--- config.mk ---
export PLATFORM = sky130hd
export DESIGN_NAME = fp_accumulate_dump
export DESIGN_NICKNAME = d
export VERILOG_FILES = /design/src/rtl/fp_accumulate_dump.sv
export SDC_FILE = /design/constraint.sdc
export NUM_CORES = 1
export LEC_CHECK = 0
export ABC_AREA = 1
export BUFFER_PORTS_ARGS = -buffer_cell sky130_fd_sc_hd__buf_2
export CAP_MARGIN = 10
export CORE_MARGIN = 2
export CORE_UTILIZATION = 55
export CTS_CLUSTER_SIZE = 14
export DETAILED_ROUTE_END_ITERATION = 6
export GPL_ROUTABILITY_DRIVEN = 0
export HOLD_SLACK_MARGIN = 0.12
export PLACE_DENSITY = 0.86
export SLEW_MARGIN = 20
export SYNTH_ARGS = -nofsm -noshare
export SYNTH_HDL_FRONTEND = slang
export SYNTH_SLANG_ARGS = --single-unit
--- constraint.sdc ---
create_clock -name clk -period 2.99 [get_ports clk]
set_clock_uncertainty 0.1 [all_clocks]
set_input_delay 0.299 -clock clk [delete_from_list [all_inputs] [get_ports clk]]
set_output_delay 0.299 -clock clk [all_outputs]
set_load 0.01 [all_outputs]
--- src/rtl/fp_accumulate_dump.sv ---
// Fixed-point accumulate-and-dump stage: sums a programmable number of signed
// products, saturates, and dumps a requantized frame sum with an overflow flag.
module fp_accumulate_dump #(
  parameter int WII  = 7,
  parameter int WFI  = 7,
  parameter int WG   = 4,
  parameter int WIO  = 8,
  parameter int WFO  = 4,
  parameter int LENW = 8
) (
  input  logic                        clk,
  input  logic                        rst,
  input  logic                        start,
  input  logic [LENW-1:0]             frameLen,
  input  logic                        inValid,
  input  logic signed [WII+WFI-1:0]   in,
  input  logic                        inOvf,
  output logic                        busy,
  output logic                        outValid,
  output logic signed [WIO+WFO-1:0]   accOut,
  output logic                        overFlow
);

  localparam int WI = WII + WFI;
  localparam int WA = WII + WG + WFI;
  localparam int WO = WIO + WFO;
  localparam int WT = WA + WFO;
  localparam logic [LENW-1:0] LEN_ONE  = {{(LENW-1){1'b0}}, 1'b1};
  localparam logic [LENW-1:0] LEN_ZERO = {LENW{1'b0}};

  typedef enum logic [0:0] {IDLE = 1'b0, ACC = 1'b1} state_t;

  // Returns {sat, value}: the one-bit-wider sum clamped back into WA bits.
  function automatic logic [WA:0] sat_acc(input logic [WA:0] s);
    logic [WA:0] r;
    if (s[WA] != s[WA-1]) r = {1'b1, s[WA], {(WA-1){~s[WA]}}};
    else                  r = {1'b0, s[WA-1:0]};
    return r;
  endfunction

  // Returns {sat, value}: floor-requantize WFI -> WFO fraction bits, then clamp to WO bits.
  function automatic logic [WO:0] requant(input logic [WA-1:0] a);
    logic signed [WT-1:0] t;
    logic [WO:0]          r;
    t = $signed({a, {WFO{1'b0}}}) >>> WFI;
    if (t[WT-1:WO-1] != {(WT-WO+1){t[WT-1]}}) r = {1'b1, t[WT-1], {(WO-1){~t[WT-1]}}};
    else                                      r = {1'b0, t[WO-1:0]};
    return r;
  endfunction

  state_t          state_r, state_s;
  logic [WA-1:0]   acc_r, acc_s;
  logic [LENW-1:0] count_r, count_s;
  logic            sticky_r, sticky_s;
  logic [WO-1:0]   accout_r, accout_s;
  logic            ovf_r, ovf_s;
  logic            outvalid_r, outvalid_s;

  logic [WA:0]     sum_s;
  logic [WA:0]     accsat_s;
  logic [WO:0]     rq_s;
  logic            last_s;
  logic            restart_s;

  // Datapath: saturating add of the incoming product and requantization of the result.
  always_comb begin
    sum_s    = {acc_r[WA-1], acc_r} + {{(WA+1-WI){in[WI-1]}}, in};
    accsat_s = sat_acc(sum_s);
    rq_s     = requant(accsat_s[WA-1:0]);
    last_s   = inValid && (count_r == LEN_ONE);
    restart_s = start && (frameLen != LEN_ZERO);
  end

  // Next-state and next-output logic for the IDLE/ACC controller.
  always_comb begin
    state_s    = state_r;
    acc_s      = acc_r;
    count_s    = count_r;
    sticky_s   = sticky_r;
    accout_s   = accout_r;
    ovf_s      = ovf_r;
    outvalid_s = 1'b0;
    case (state_r)
      IDLE: begin
        if (restart_s) begin
          state_s  = ACC;
          acc_s    = {WA{1'b0}};
          count_s  = frameLen;
          sticky_s = 1'b0;
        end else begin
          state_s = IDLE;
        end
      end
      ACC: begin
        if (last_s) begin
          accout_s   = rq_s[WO-1:0];
          ovf_s      = sticky_r | inOvf | accsat_s[WA] | rq_s[WO];
          outvalid_s = 1'b1;
          // A start on the last sample chains straight into the next frame.
          state_s    = restart_s ? ACC : IDLE;
          acc_s      = {WA{1'b0}};
          count_s    = restart_s ? frameLen : LEN_ZERO;
          sticky_s   = 1'b0;
        end else if (start) begin
          state_s  = restart_s ? ACC : IDLE;
          acc_s    = {WA{1'b0}};
          count_s  = restart_s ? frameLen : LEN_ZERO;
          sticky_s = 1'b0;
        end else if (inValid) begin
          acc_s    = accsat_s[WA-1:0];
          sticky_s = sticky_r | inOvf | accsat_s[WA];
          count_s  = count_r - LEN_ONE;
        end else begin
          state_s = ACC;
        end
      end
      default: begin
        state_s  = IDLE;
        acc_s    = {WA{1'b0}};
        count_s  = LEN_ZERO;
        sticky_s = 1'b0;
      end
    endcase
  end

  // State and output registers.
  always_ff @(posedge clk or posedge rst) begin
    if (rst) begin
      state_r    <= IDLE;
      acc_r      <= {WA{1'b0}};
      count_r    <= LEN_ZERO;
      sticky_r   <= 1'b0;
      accout_r   <= {WO{1'b0}};
      ovf_r      <= 1'b0;
      outvalid_r <= 1'b0;
    end else begin
      state_r    <= state_s;
      acc_r      <= acc_s;
      count_r    <= count_s;
      sticky_r   <= sticky_s;
      accout_r   <= accout_s;
      ovf_r      <= ovf_s;
      outvalid_r <= outvalid_s;
    end
  end

  assign busy     = (state_r == ACC);
  assign outValid = outvalid_r;
  assign accOut   = $signed(accout_r);
  assign overFlow = ovf_r;

endmodule

# Word level (Yosys, flattened, before mapping)
# Cells that the tools add are included.
# classes
add_sub_neg	2
n_eq_ne	5
muxes	24
n_bitwise	6
reduce_logical	5
# ops
operator	count
2-to-1 mux 18 bit	4
2-to-1 mux 8 bit	5
case mux 18 bit (2 select lines)	1
adder 18 x 14 -> 19 bit	1
2-to-1 mux 19 bit	1
case mux 8 bit (2 select lines)	1
2-to-1 mux 13 bit	1
2-to-1 mux 1 bit	9
equality test 8 x 1 -> 1 bit (second input constant)	1
nonzero test 8 bit	1
subtractor 8 x 1 -> 8 bit (second input constant)	1
!= test 4 x 3 -> 1 bit (second input constant)	1
case mux 1 bit (2 select lines)	2
AND reduction 2 bit	2
!= test 3 bit	1
inverter 1 bit	3
bitwise OR 1 bit	3
logical AND 1 bit	2
!= test 2 bit (second input constant)	1
!= test 1 bit	1
# word_totals
ff_bits	42
inputBits	27
output_inout_bits	15

# Logic depth before layout (Yosys ltp)
# Gate-level depths: netlist (run 1).
# depth
depth_word	8
mapped_depth	18

# Worst setup path before layout (run 1)
# Ideal clock, no wire load.
# synth_path
kind	register to register
from	register acc_r[0]
to	register accout_r[2], in the netlist accOut[2]
setup_ns	0.073
arrival_ns	2.134
required_time_ns	2.817
path_slack_ns	0.683
path_stages_with_launch	18
synth_period_minus_slack_ns	2.307
cell_sequence	dfrtp_1 ha_1 inv_1 fa_1 inv_1 nand2_1 nand2_1 nand3_1 nand2_1 nand2_1 nand3b_1 nand2_1 inv_1 a21oi_1 nor2_2 buf_6 nand3_2 a21oi_2
# synth_between
elab_chain_len	5
# synth_rtl
item	line_no	rtl
start: declaration	52	logic [WA-1:0] acc_r, acc_s;
start signal: assignment	130	acc_r <= {WA{1'b0}};
start signal: assignment	138	acc_r <= acc_s;
adder 18 x 14 -> 19 bit (*)	67	sum_s = {acc_r[WA-1], acc_r} + {{(WA+1-WI){in[WI-1]}}, in};
!= test 1 bit / inverter 1 bit (equally long branches)	36	if (s[WA] != s[WA-1]) r = {1'b1, s[WA], {(WA-1){~s[WA]}}};
2-to-1 mux 19 bit (*)	36	
!= test 3 bit / inverter 1 bit (equally long branches)	46	if (t[WT-1:WO-1] != {(WT-WO+1){t[WT-1]}}) r = {1'b1, t[WT-1], {(WO-1){~t[WT-1]}}};
2-to-1 mux 13 bit (*)	46	
end signal: assignment	133	accout_r <= {WO{1'b0}};
end signal: assignment	141	accout_r <= accout_s;
end: declaration	55	logic [WO-1:0] accout_r, accout_s;
# Mark *: on every way between the ends. The rest lies on a longest branch, timed or not.
# A chain may end at the register's enable or synchronous reset.

# Final worst setup path (run 1)
# layout_path
from	register acc_r[0]
to	register ovf_r, in the netlist overFlow
# layout_between
elab_chain_len	6
# layout_rtl
item	line_no	rtl
adder 18 x 14 -> 19 bit (*)	67	
!= test 1 bit / inverter 1 bit (equally long branches)	36	
2-to-1 mux 19 bit (*)	36	
!= test 3 bit	46	
2-to-1 mux 13 bit	46	
bitwise OR 1 bit (*)	97	ovf_s = sticky_r | inOvf | accsat_s[WA] | rq_s[WO];
end signal: assignment	142	ovf_r <= ovf_s;
end: declaration	56	logic ovf_r, ovf_s;
# Marks and branches as above.

==> results.tsv, run 1 <==
stage	metric	value	unit
setup_path	cells traversed along the worst timing path	ha_1 > inv_1 > fa_1 > inv_1 > nand2_1 > nand2_1 > nand3_1 > nand2_1 > nand2_1 > buf_4 > nand3b_1 > nand2_1 > buf_4 > inv_1 > a21oi_1 > nor2_2 > buf_6 > nand3_1 > o21a_1	
finish	Area Overhead vs Synth	13.56	%
setup_path	Worst Path Class, Setup	register to register	
cts	H-tree Lvls	2	
finish	final-layout fill cell count	511	
synthesis	syn_nets	493	
global_routing	initial antenna violation count	0	
die	number of placed I/O pins	42	
drt	detailed-router iteration count before antenna repair	5	
cts	clock tree root driver cell	sky130_fd_sc_hd__clkbuf_8	
finish	sequential cell area	0.001051	mm²
timing	Final Hold Vio Count	0	
drt	DR vias/cell	5.488	
global_routing	met3 Use GR	0.04022	
finish	Non-Filler Cell Area, Final	0.003815	mm²
synthesis	number of register bits inferred by synthesis	42	
timing	Max Slew Vio Count	0	
synthesis	fraction of registers with async set or reset after synthesis	1.000	
global_routing	M2 GR Usage	0.4512	
timing	normalized max-slew margin	0.3710	
pwr	overall power consumption	3198	µW
synthesis	cell type with the largest total area after synthesis	sky130_fd_sc_hd__dfrtp_1	
synthesis	netlist area before placement	0.003359	mm²
drt	DRC Markers	0	
setup_path	library cell appearing most often on the critical path	sky130_fd_sc_hd__nand2_1	
timing	share of the clock period used by the worst path after layout	0.9341	
die	die footprint	0.006749	mm²
finish	area occupied by multi-input gates	0.002004	mm²
die	starting density of the core	0.5674	
pwr	total leakage power	0.002035	µW
drt	number of violations reported at the end of detailed-routing iteration 0	195	
finish	diode insertion count for antenna repair	0	
synthesis	Mean Syn Cell Area	7.549	µm²
pwr	power density over the cells	838.3	mW/mm²
synthesis	number of unique standard cell types used by synthesis	43	
timing	FMAX	358.1	MHz
cts	maximum clock path buffer count	2	
setup_path	CP max stage cell	sky130_fd_sc_hd__fa_1	
finish	ratio of cells with drive above 1 in the final layout	0.2696	
synthesis	number of cells produced by synthesis	445	
global_routing	global-route congestion overflow total	0	
placement	number of instances in the placed design	564	
finish	non-filler instance count after layout	572	
timing	final worst path period need	2.793	ns
job	max-capacitance violation count	0	
drt	detailed-route wire length	8.147	mm
timing	setup TNS	0	ns
cts	TritonCTS buffer count	5	
placement	number of buffers inserted by port buffering	41	
synthesis	count of flip-flops with a built-in enable after synthesis	0	
cts	clk_lat worst skew	0.29	ns
die	die width	82.16	µm
cts	Post-CTS Setup Repair Bufs	0	
drt	count of antenna-violating nets left after detailed routing	0	
setup_path	critical path arrival	2.88	ns
synthesis	post-synth top area share	0.3128	
timing	setup repair after global routing missed its margin	false	
cts	clock sink count	42	
global_routing	largest net degree at the start of global routing	27	
timing	measured slew at the worst slew-check pin	0.9378	ns
drt	vias after detailed routing	3139	
hold_path	worst hold-check path type	input pin to register	
run_status	result of the run	finished, final reports clean	
synthesis	Ys Warns	0	
placement	cell area after placement	0.003681	mm²
die	y dimension of the die	82.16	µm
synthesis	sequential cell area fraction in the yosys report	0.3128	
die	area inside the core boundary	0.005921	mm²
timing	final hold slack	0.1398	ns
synthesis	top area cells in the synthesized netlist	sky130_fd_sc_hd__dfrtp_1, sky130_fd_sc_hd__nand2_1, sky130_fd_sc_hd__ha_1, sky130_fd_sc_hd__inv_1, sky130_fd_sc_hd__nand3_2	
global_routing	Most Used Layer, Global Route	met2	
setup_path	largest stage delay on the critical path	0.39	ns
cts	TritonCTS clock tree	built	
setup_path	required time of the critical path	3.08	ns
finish	Total Nets Final	545	
global_routing	via count of the first global-routing pass	2961	
placement	HPWL after DPL	6.472	mm
timing	final-report setup violation count	0	
die	cell row count	28	
setup_path	cell family with most CP delay	buffers and inverters	
setup_path	buffers plus inverters on the worst setup path	6	
global_routing	first-pass GRT wire length	13.11	mm
global_routing	met1 Resource Use GR	0.3028	
global_routing	total routing resource utilization after global routing	0.2537	
pwr	maximum vdd drop	0.0004588	V
setup_path	CP Launch Type	register	
drt	mean routed wirelength per cell	14.24	µm
cts	Clk pin slew, worst setup/hold paths	0.08	ns
setup_path	Worst setup EP type	register	
synthesis	dominant register cell in the synthesized netlist	sky130_fd_sc_hd__dfrtp_1	
setup_path	maximum fanout encountered on the critical timing path	12	
==> layer usage <==
layer / vias up / wire, µm
li1: 1551 / -
met1: 1464 / 3400
met2: 100 / 4107
met3: 24 / 367
met4: 0 / 271
met5: - / 0
==> repair_timing <==
| item | in CTS | in global routing |
|---|---|---|
| endpoints found under the setup margin | 11 | 12 |
| hold buffers | 0 | 1 |
| resized for setup | 1 | 2 |
| endpoints found under the hold margin | 0 | 24 |
==> final timing paths <==
kind | startpoint | end | slack [ns] | cells past startpoint
min reg2reg | acc_r[16] | acc_r[16] | 0.39 | 2
min in group asynchronous | rst | outValid | 0.53 | 3
max | acc_r[0] | overFlow | 0.20 | 19
max in group asynchronous | rst | acc_r[3] | 1.65 | 4
max reg2reg | acc_r[0] | overFlow | 0.20 | 19
min | frameLen[1] | count_r[1] | 0.14 | 3
==> tightest hold or removal path, stage by stage <==
cell                       delay (ns)
sky130_fd_sc_hd__buf_2           0.09
sky130_fd_sc_hd__nand2_1         0.05
sky130_fd_sc_hd__o221ai_1        0.06
==> stage by stage <==
| step | setup slack [ns] | util |
|---|---|---|
| 3_5_place_dp | -0.1938 | 0.6217 |
| 2_1_floorplan | 0.6831 | - |
| 6_report | 0.1972 | 0.6443 |
| 3_3_place_gp | -0.04530 | 0.6217 |
| 4_1_cts | 0.1681 | 0.6412 |
| 5_1_grt | 0.01638 | 0.6443 |
==> sequential cells by signal (all words and copies together), names as in the netlist <==
| signal | flops |
|---|---|
| count_r | 8 |
| outValid | 1 |
| busy | 1 |
| accOut | 12 |
| sticky_r | 1 |
| acc_r | 18 |
| overFlow | 1 |
==> cell families after synthesis <==
| logic type | count (synthesis) | share of synthesized area |
|---|---|---|
| buffers and inverters | 74 | 0.09274 |
| DFF | 42 | 0.3128 |
| adders and majority gates | 21 | 0.08045 |
| AOI/OAI and AO/OA | 80 | 0.1579 |
| and+or+nand+nor | 212 | 0.3143 |
| xor gates and xnor gates | 16 | 0.04171 |
==> report_power, final <==
| part | total, µW | internal (µW) | switching (µW) |
|---|---|---|---|
| clock network | 461 | 267 | 194 |
| registers | 822 | 715 | 107 |
| logic | 1910 | 708 | 1210 |
==> cells in the mapped netlist (all sizes together) (2+ instances only) <==
| cell | count |
|---|---|
| clkbuf | 3 |
| nor4 | 3 |
| inv | 65 |
| a21oi | 31 |
| nand2 | 127 |
| o211ai | 3 |
| nor2 | 24 |
| dfrtp | 42 |
| nand3 | 33 |
| a22oi | 2 |
| o221ai | 2 |
| a22o | 11 |
| xnor2 | 9 |
| o21ai | 27 |
| xor2 | 7 |
| or2 | 14 |
| ha | 20 |
| buf | 6 |
| nor3 | 5 |
| nand3b | 3 |
==> layout by cell type (no fill, tap or decap), types with 2 or more instances in the layout <==
cell                       count
sky130_fd_sc_hd__xor2_1        7
sky130_fd_sc_hd__nor4_1        3
sky130_fd_sc_hd__dfrtp_1      42
sky130_fd_sc_hd__ha_1         20
sky130_fd_sc_hd__nor2_1       17
sky130_fd_sc_hd__a21oi_2      13
sky130_fd_sc_hd__buf_2        41
sky130_fd_sc_hd__a22oi_1       2
sky130_fd_sc_hd__nand3_2      13
sky130_fd_sc_hd__a21oi_1      18
sky130_fd_sc_hd__nand3b_1      2
sky130_fd_sc_hd__o211ai_1      3
sky130_fd_sc_hd__nand2_2      13
sky130_fd_sc_hd__inv_2        10
sky130_fd_sc_hd__a22o_1       11
sky130_fd_sc_hd__nand3_1      20
sky130_fd_sc_hd__nor3_1        4
sky130_fd_sc_hd__inv_1        54
sky130_fd_sc_hd__clkbuf_8      6
sky130_fd_sc_hd__o21ai_1      13
sky130_fd_sc_hd__nand2_1     113
sky130_fd_sc_hd__o21ai_0      13
sky130_fd_sc_hd__or2_2        13
sky130_fd_sc_hd__xnor2_1       9
sky130_fd_sc_hd__buf_4        11
sky130_fd_sc_hd__o221ai_1      2
sky130_fd_sc_hd__nor2_2        5
==> final cells by class <==
class	instances	share of cell area
Timing Repair Buffer	54	0.08101
Clock inverter	1	0.007871
Tap cell	75	0.02460
Clock buffer	6	0.02165
Multi-Input combinational cell	329	0.5254
Sequential cell	42	0.2755
Inverter	65	0.06396
(Power assumes the default switching activity.)
==> run 2: changes to the inputs <==
CTS_BUF_LIST = sky130_fd_sc_hd__clkbuf_16   (was not set)
GPL_TIMING_DRIVEN = 0   (was not set)
==> run 2 against run 1 <==
Die area stayed put. Global-route usage is 0.52 points higher. Sequential power hardly changed. Hold slack worse by 0.0012 ns. Register-to-register slack worse by 0.08 ns. Routed wire length is 1.5% higher. Via count is 0.38% lower. Flip-flop and latch count stayed put. Largest cell class unchanged. Total power is 9.4% higher.
==> results.tsv, run 2 (synthesized netlist as in run 1, its figures left out) <==
stage	metric	value	unit	change
timing	Final Hold Vio Count	0		unchanged
timing	normalized max-slew margin	0.6342		was 0.3710
setup_path	Worst setup EP type	register		unchanged
finish	most used cells in the layout excluding fill and tap cells	sky130_fd_sc_hd__nand2_1, sky130_fd_sc_hd__inv_1, sky130_fd_sc_hd__buf_2		was sky130_fd_sc_hd__nand2_1, sky130_fd_sc_hd__inv_1, sky130_fd_sc_hd__dfrtp_1
timing	measured slew at the worst slew-check pin	0.5429	ns	was 0.9378 ns
drt	DRC Markers	0		unchanged
job	max-capacitance violation count	0		unchanged
setup_path	CP Launch Type	register		unchanged
setup_path	Worst R2R Start	acc_r[0]		unchanged
timing	FMAX	348.1	MHz	was 358.1 MHz
finish	area occupied by multi-input gates	0.001999	mm²	was 0.002004 mm²
drt	vias after detailed routing	3127		was 3,139
setup_path	R2R cell count	19		unchanged
cts	clk_lat worst skew	0.29	ns	about the same
timing	final hold slack	0.1386	ns	was 0.1398 ns
setup_path	required time of the critical path	3.07	ns	was 3.08 ns
setup_path	critical path arrival	2.95	ns	was 2.88 ns
die	area inside the core boundary	0.005921	mm²	unchanged
die	starting density of the core	0.5674		unchanged
placement	HPWL after DPL	6.391	mm	was 6.472 mm
placement	pre-CTS setup slack	0.1657	ns	was -0.1938 ns
finish	most frequent standard cell in the layout excluding fill and tap cells	sky130_fd_sc_hd__nand2_1		unchanged
finish	ratio of cells with drive above 1 in the final layout	0.2691		was 0.2696
die	cell row count	28		unchanged
setup_path	Crit Reg-Reg Endpoint	accOut[8]		was overFlow
drt	DR vias/cell	5.457		was 5.488
pwr	total leakage power	0.002069	µW	was 0.002035 µW
global_routing	via count of the first global-routing pass	2896		was 2,961
timing	share of the clock period used by the worst path after layout	0.9608		was 0.9341
global_routing	first-pass GRT wire length	13.33	mm	was 13.11 mm
cts	Clk pin slew, worst setup/hold paths	0.06	ns	was 0.08 ns
die	die footprint	0.006749	mm²	unchanged
die	number of placed I/O pins	42		unchanged
cts	TritonCTS clock tree	built		unchanged
global_routing	global-route congestion overflow total	0		unchanged
drt	count of antenna-violating nets left after detailed routing	0		unchanged
setup_path	Worst Path Class, Setup	register to register		unchanged
hold_path	worst hold-check path type	input pin to register		unchanged
finish	flip-flop count of the largest register, all copies and words added	18		unchanged
finish	Total Nets Final	545		unchanged
pwr	overall power consumption	3498	µW	was 3198 µW
cts	clock tree root driver cell	sky130_fd_sc_hd__clkbuf_16		was sky130_fd_sc_hd__clkbuf_8
setup_path	end point of the critical path	accOut[8]		was overFlow
finish	non-filler instance count after layout	573		was 572
finish	Non-Filler Cell Area, Final	0.003905	mm²	was 0.003815 mm²
drt	mean routed wirelength per cell	14.43	µm	was 14.24 µm
placement	number of buffers inserted by port buffering	41		unchanged
die	die width	82.16	µm	unchanged
setup_path	startpoint of the worst setup timing path	acc_r[0]		unchanged
drt	detailed-router iteration count before antenna repair	4		was 5
drt	detailed-route wire length	8.271	mm	was 8.147 mm
pwr	maximum vdd drop	0.0004574	V	was 0.0004588 V
setup_path	maximum fanout encountered on the critical timing path	5		was 12
placement	number of instances in the placed design	562		was 564
cts	maximum clock path buffer count	2		unchanged
cts	TritonCTS buffer count	5		unchanged
cts	H-tree Lvls	2		unchanged
finish	register bank with the most flops	acc_r		unchanged
placement	cell area after placement	0.003686	mm²	was 0.003681 mm²
setup_path	worst-case register-to-register setup slack	0.12	ns	was 0.20 ns
global_routing	initial antenna violation count	0		unchanged
timing	final worst path period need	2.873	ns	was 2.793 ns
global_routing	total routing resource utilization after global routing	0.2589		was 0.2537
finish	Area Overhead vs Synth	16.24	%	was 13.56%
finish	sequential cell area	0.001051	mm²	unchanged
drt	number of violations reported at the end of detailed-routing iteration 0	220		was 195
run_status	result of the run	finished, final reports clean		unchanged
pwr	power density over the cells	895.7	mW/mm²	was 838.3 mW/mm²
timing	final-report setup violation count	0		unchanged
global_routing	largest net degree at the start of global routing	25		was 27
timing	Max Slew Vio Count	0		unchanged
cts	clock sink count	42		unchanged
hold_path	startpoint of the worst hold path	frameLen[1]		unchanged
die	y dimension of the die	82.16	µm	unchanged
timing	final worst-path setup slack	0.1171	ns	was 0.1972 ns
finish	diode insertion count for antenna repair	0		unchanged
finish	final-layout fill cell count	492		was 511
-- run 2: area by class of cell --
cell class / instances / area share
multi-input combinational: 329 / 0.5120
clock buffer: 5 / 0.03204
timing repair buffer: 45 / 0.06536
clock inverter: 3 / 0.01762
inverter: 65 / 0.06248
tap: 75 / 0.02403
buffer: 9 / 0.01730
sequential: 42 / 0.2691
-- run 2: worst max-delay path: stages, from the launching register on --
cell,delay [ns]
sky130_fd_sc_hd__dfrtp_1,0.35
sky130_fd_sc_hd__ha_2,0.21
sky130_fd_sc_hd__inv_1,0.06
sky130_fd_sc_hd__fa_1,0.43
sky130_fd_sc_hd__inv_2,0.12
sky130_fd_sc_hd__nand2_1,0.06
sky130_fd_sc_hd__nand2_1,0.08
sky130_fd_sc_hd__nand3_1,0.07
sky130_fd_sc_hd__nand2_1,0.12
sky130_fd_sc_hd__nand2_1,0.11
sky130_fd_sc_hd__nand2_1,0.07
sky130_fd_sc_hd__nand2_1,0.04
sky130_fd_sc_hd__nand2_1,0.12
sky130_fd_sc_hd__inv_1,0.08
sky130_fd_sc_hd__a21oi_1,0.22
sky130_fd_sc_hd__nor2_2,0.06
sky130_fd_sc_hd__buf_4,0.16
sky130_fd_sc_hd__buf_2,0.17
sky130_fd_sc_hd__nand3_2,0.10
sky130_fd_sc_hd__a21oi_2,0.05
-- run 2: through the flow --
step / TNS (ns) / utilization
2_1_floorplan: 0 / -
3_3_place_gp: 0 / 0.6179
3_5_place_dp: 0 / 0.6226
4_1_cts: 0 / 0.6570
5_1_grt: -0.03730 / 0.6596
6_report: 0 / 0.6596
-- run 2: worst min-delay path by stage --
stage,endpoint,slack [ns],depth (start not counted)
3_5_place_dp,outValid,0.24,2
2_1_floorplan,count_r[1],0.33,2
5_1_grt,count_r[0],0.16,3
3_3_place_gp,acc_r[0],0.37,2
6_report,count_r[1],0.14,3
4_1_cts,count_r[1],0.15,3
-- run 2: routing by layer --
layer	share of wire	vias up	global-route usage
li1	-	1558	-
met5	0	-	0
met1	0.43	1466	0.3308
met2	0.50	87	0.4447
met4	0.024	0	0.07167
met3	0.045	16	0.05217
-- run 2: timing repair --
| action | 4_1_cts | 5_1_grt |
|---|---|---|
| gates resized for setup | 0 | 2 |
| hold endpoints to repair | 18 | 0 |
| hold buffers | 1 | 0 |
| endpoints found under the setup margin | 0 | 10 |
| setup buffers | 0 | 1 |
-- run 2: report_power, final --
group	switching (µW)	internal, µW
Sequential	106	716
Combinational	1240	722
Clock	236	480
Total	1580	1920
